===== src/rtl/quat_bitri_split_if.sv =====
// quat_bitri_split_if: quaternary input, binary/trinary output and completion signals of the splitter.
interface quat_bitri_split_if #(parameter int ERR_W = 8);
  logic [3:0] quatin;
  logic quatenable;
  logic [1:0] biout;
  logic [2:0] triout;
  logic bicomp;
  logic tricomp;
  logic err;
  logic [ERR_W-1:0] errcnt;
  modport master (output quatin, bicomp, tricomp, input quatenable, biout, triout, err, errcnt);
  modport slave (input quatin, bicomp, tricomp, output quatenable, biout, triout, err, errcnt);
endinterface


===== src/rtl/quat_bitri_split.sv =====
// quat_bitri_split: NCL 1-of-4 receiver splitting each value into 1-of-2 and 1-of-3 outputs whose sum is the input.
module quat_bitri_split #(
  parameter int SYNC_STAGES = 2,
  parameter int ERR_W = 8
) (
  input logic clk,
  input logic init,
  quat_bitri_split_if.slave bus
);
  typedef enum logic [1:0] {S_NULL, S_REQD, S_EMIT, S_DRAIN} state_t;
  logic [SYNC_STAGES-1:0][5:0] sync_q;
  logic [3:0] q_s;
  logic bc_s, tc_s, one_hot, multi_hot;
  logic [1:0] bi_d;
  logic [2:0] tri_d;
  state_t state_q;
  logic qen_q, err_q;
  logic [1:0] bi_q;
  logic [2:0] tri_q;
  logic [ERR_W-1:0] errcnt_q;
  always_ff @(posedge clk or posedge init)
    if (init) sync_q <= '0;
    else sync_q <= {sync_q[SYNC_STAGES-2:0], {bus.tricomp, bus.bicomp, bus.quatin}};
  always_comb begin
    q_s = sync_q[SYNC_STAGES-1][3:0];
    bc_s = sync_q[SYNC_STAGES-1][4];
    tc_s = sync_q[SYNC_STAGES-1][5];
    one_hot = $onehot(q_s);
    multi_hot = (q_s != 4'd0) && !one_hot;
    // trinary takes min(v,2); binary takes whatever remains
    tri_d = {q_s[3] | q_s[2], q_s[1], q_s[0]};
    bi_d = {q_s[3], |q_s[2:0]};
  end
  always_ff @(posedge clk or posedge init)
    if (init) begin
      state_q <= S_NULL;
      qen_q <= 1'b0;
      err_q <= 1'b0;
      bi_q <= '0;
      tri_q <= '0;
      errcnt_q <= '0;
    end else begin
      err_q <= 1'b0;
      case (state_q)
        S_NULL:
          if (q_s == 4'd0 && !bc_s && !tc_s) begin
            state_q <= S_REQD;
            qen_q <= 1'b1;
          end
        S_REQD:
          if (one_hot) begin
            state_q <= S_EMIT;
            qen_q <= 1'b0;
            bi_q <= bi_d;
            tri_q <= tri_d;
          end else if (multi_hot) begin
            state_q <= S_DRAIN;
            qen_q <= 1'b0;
            err_q <= 1'b1;
            errcnt_q <= errcnt_q + ERR_W'(~&errcnt_q);
          end
        S_EMIT:
          if (bc_s && tc_s) begin
            state_q <= S_NULL;
            bi_q <= '0;
            tri_q <= '0;
          end
        S_DRAIN:
          if (q_s == 4'd0) state_q <= S_NULL;
        default: state_q <= S_NULL;
      endcase
    end
  assign bus.quatenable = qen_q;
  assign bus.biout = bi_q;
  assign bus.triout = tri_q;
  assign bus.err = err_q;
  assign bus.errcnt = errcnt_q;
endmodule


===== src/flat_wrapper.sv =====
// flat-port wrapper written by rule: the top's interface ports become plain ports
module quat_bitri_split_flat 
#(
  parameter int SYNC_STAGES = 2,
  parameter int ERR_W = 8
)
  (clk, init, bus_quatin, bus_bicomp, bus_tricomp, bus_quatenable, bus_biout, bus_triout, bus_err, bus_errcnt);
  quat_bitri_split_if #(.ERR_W(ERR_W)) bus_i ();
  input logic clk;
  input logic init;
  input wire logic [$bits(bus_i.quatin)-1:0] bus_quatin;
  input wire logic [$bits(bus_i.bicomp)-1:0] bus_bicomp;
  input wire logic [$bits(bus_i.tricomp)-1:0] bus_tricomp;
  output wire logic [$bits(bus_i.quatenable)-1:0] bus_quatenable;
  output wire logic [$bits(bus_i.biout)-1:0] bus_biout;
  output wire logic [$bits(bus_i.triout)-1:0] bus_triout;
  output wire logic [$bits(bus_i.err)-1:0] bus_err;
  output wire logic [$bits(bus_i.errcnt)-1:0] bus_errcnt;
  assign bus_i.quatin = bus_quatin;
  assign bus_i.bicomp = bus_bicomp;
  assign bus_i.tricomp = bus_tricomp;
  assign bus_quatenable = bus_i.quatenable;
  assign bus_biout = bus_i.biout;
  assign bus_triout = bus_i.triout;
  assign bus_err = bus_i.err;
  assign bus_errcnt = bus_i.errcnt;
  quat_bitri_split #(.SYNC_STAGES(SYNC_STAGES), .ERR_W(ERR_W)) u_core (.clk(clk), .init(init), .bus(bus_i));
endmodule

===== config.mk =====
export PLATFORM = sky130hd
export DESIGN_NAME = quat_bitri_split_flat
export DESIGN_NICKNAME = d
export VERILOG_FILES = /design/src/rtl/quat_bitri_split_if.sv /design/src/rtl/quat_bitri_split.sv /design/src/flat_wrapper.sv
export SDC_FILE = /design/constraint.sdc
export NUM_CORES = 1
export LEC_CHECK = 0
export CAP_MARGIN = 20
export CELL_PAD_IN_SITES_DETAIL_PLACEMENT = 2
export CELL_PAD_IN_SITES_GLOBAL_PLACEMENT = 2
export CORE_UTILIZATION = 25
export CTS_BUF_LIST = sky130_fd_sc_hd__clkbuf_2
export CTS_CLUSTER_SIZE = 8
export DETAILED_ROUTE_END_ITERATION = 6
export PLACE_DENSITY = 0.59
export SETUP_SLACK_MARGIN = 0.2
export SLEW_MARGIN = 20
export SYNTH_ARGS = -nofsm -noshare
export SYNTH_HDL_FRONTEND = slang
export SYNTH_SLANG_ARGS = --single-unit
export TNS_END_PERCENT = 1

===== constraint.sdc =====
create_clock -name clk -period 3.14 [get_ports clk]
set_clock_uncertainty 0.2 [all_clocks]
set_input_delay 0.471 -clock clk [delete_from_list [all_inputs] [get_ports clk]]
set_output_delay 0.471 -clock clk [all_outputs]
set_load 0.02 [all_outputs]

==> run_results.csv <==
group,metric,value,unit
place,io_buffers,22,
outcome,status,"finished clean",
global_routing,grt_pass1_wl,4610,um
place,hpwlAfterDp,1940,um
critical_path,path_class,"reg -> reg",
synth,yosysMostFrequentCell,"dfrtp_1",
synth,synthesis.nets,116,
cells_and_area,areaGrowthSynthToFinish,27.4,%
die,dieWidth,71.5,um
synth,synth-edff-count,0,
global_routing,grt_util_met3,4.36,%
cts,cts.clk_slew.worst_paths,160,ps
die,core_area,4500,um2
timing,setup_tns,0,ps
cells_and_area,final_area,1540,um2
detailed_routing,drt.antenna.violating_nets,0,
timing,hold_viol,0,
synth,synth-seq-area-share,60.2,%
cells_and_area,finalNetCount,145,
synth,synth_area_leader_cell,"dfrtp_1",
detailed_routing,remaining_drc_errors,0,
synth,yosys_warnings,0,
global_routing,overflow,0,
power,power_density,681,nW/um2
die,io_pins,23,
flow_run,drv_cap,0,
die,initial_core_util,26.8,%
die,die_y,71.5,um
global_routing,grt_pass1_vias,981,
synth,synth_cells,100,
cts,clkLatencyLatePin,350,ps
cts,postCtsSetupBuffers,0,
synth,synth_top_cells_by_area,"dfrtp_1 (60%), ha_1 (7.3%), nand2_1 (7.2%)",
critical_path,critPathMaxFanout,6,
synth,syn_area,1210,um2
timing,worst_slack,557,ps
detailed_routing,num_vias,826,
power,ir_worst_vdd,0.000240,V
cells_and_area,drive_gt1_share,12.3,%
global_routing,antenna_found_initial,0,
die,rows,24,
cts,cts.sinks,29,
synth,synth_top_area_share,60.2,%
timing,report.final.slew_viol_count,0,
place,place_area,1490,um2
timing,clock.fmax,387,MHz
cts,root_buffer,"clkbuf_2",
detailed_routing,routed_wl,2540,um
synth,synth-seq-cells,29,
timing,relSlewSlack,74.7,%
cells_and_area,nFillCells,492,
die,fp.dieArea,5110,um2
synth,synth_flop_cell,"dfrtp_1",
timing,worst_pin_slew,379,ps
cts,cts_buffer_depth,2,
cts,htree_levels,2,
cells_and_area,n_antenna_cell,0,
synth,yosys.cell_types.count,26,
place,place.gp.congestion,0.686,
timing,layout_min_cycle_time,2580,ps
critical_path,cp.required,3220,ps
worst_hold_path,hold_class,"reg -> reg",
detailed_routing,vias_per_cell,4.54,
cts,cts_tree,"yes",
critical_path,crit_arrival,2660,ps
cts,cts_hold_buffers,0,
global_routing,gr-usage-met1,14.7,%
global_routing,use_met2,19.4,%
power,leakagePower,0.714,nW
detailed_routing,wl_per_cell,13.9,um
detailed_routing,drt_iter0_drc,17,
detailed_routing,first_pass_iters,2,
critical_path,endpoint_kind,"register",
cts,cts_resized,0,
synth,synthArstFlopShare,100,%
synth,synth_commonest_cells,"dfrtp_1 (29), nand2_1 (23), ha_1 (7)",
timing,rsz0062_at_grt,"false",
timing,post-route-period-util,82.3,%
global_routing,grt-busiest-layer,"met2",
place,place_ws,523,ps
global_routing,grt_max_degree,30,
critical_path,startpoint_type,"register",
cts,cts_buffers,5,
global_routing,grt_usage,12.0,%
synth,syn_area_per_cell,12.1,um2
timing,finalSetupViolCount,0,
[routing by layer]
metal	vias up	wire length, um
li1	389	-
met1	417	1120
met2	16	1280
met3	4	114
met4	0	22
met5	-	0
[state kept, by name, indices dropped and copies added (netlist names)]
signal	flops
u_core.bc_s	1
u_core.bi_d	1
u_core.bus.biout	2
u_core.bus.err	1
u_core.bus.errcnt	8
u_core.bus.quatenable	1
u_core.bus.triout	3
u_core.q_s	3
u_core.state_q	2
u_core.sync_q	7
[logic make-up (layout without fill, tap and decap cells)]
logic type | Yosys count | after routing | share of synthesized area [%]
multiplexers | 1 | 1 | 0.830
XOR/XNOR | 6 | 6 | 4.36
flip-flops | 29 | 29 | 60.2
AND/OR/NAND/NOR | 41 | 41 | 19.3
adder cells (fa/ha/maj) | 8 | 8 | 8.92
AO/OA/AOI/OAI | 8 | 8 | 4.15
buffers and inverters | 7 | 37 | 2.28
[stage by stage]
step	hold WS [ps]	util [%]	std cells	total power, W
global placement	133	33.2	174	0.000862
detailed placement	136	33.2	174	0.000875
global route	197	34.1	182	0.00113
CTS	174	34.1	182	0.00107
finish	167	34.1	182	0.00105
floorplan	131	-	100	0.000703
[power breakdown]
part	internal, W	leakage (nW)	switching [W]
Clock	0.0000521	0.0287	0.000132
Combinational	0.000171	0.317	0.000180
Sequential	0.000445	0.369	0.0000666
[critical path: stages (launching register included)]
cell and delay (ps):
dfrtp_1 410, inv_1 60, ha_1 290, ha_1 210, fa_1 450, or3b_4 430, nand3_4 110, inv_1 120
nand4_1 130, xnor2_1 130
[worst paths after layout]
kind	end	cells after the start	startpoint	slack [ps]
setup / recovery	u_core.bus.errcnt[4]	9	u_core.q_s[0]	560
hold / removal	u_core.q_s[1]	0	u_core.sync_q[1]	170
setup reg to reg	u_core.bus.errcnt[4]	9	u_core.q_s[0]	560
hold reg to reg	u_core.q_s[1]	0	u_core.sync_q[1]	170
max in group asynchronous	u_core.state_q[1]	3	init	2170
min in group asynchronous	u_core.bus.err	3	init	270
[layout make-up]
| class | count | area (um2) | share of cell area (%) |
|---|---|---|---|
| clock buffer | 5 | 25.0 | 1.63 |
| clock inverter | 3 | 17.5 | 1.14 |
| inverter | 6 | 22.5 | 1.47 |
| multi-input combinational | 64 | 453 | 29.5 |
| sequential | 29 | 726 | 47.2 |
| tap | 52 | 65.1 | 4.23 |
| timing repair buffer | 23 | 228 | 14.8 |
[placed cells by master (no fill, tap or decap), types with 3 or more instances in the layout]
| cell type | count |
|---|---|
| xor2_1 | 3 |
| xnor2_1 | 3 |
| nand3_1 | 4 |
| clkdlybuf4s50_1 | 22 |
| ha_1 | 7 |
| o21ai_0 | 4 |
| nand4_1 | 3 |
| inv_1 | 6 |
| dfrtp_1 | 29 |
| clkbuf_2 | 5 |
| nand2_1 | 23 |
Power figures use the tool's default switching activity.
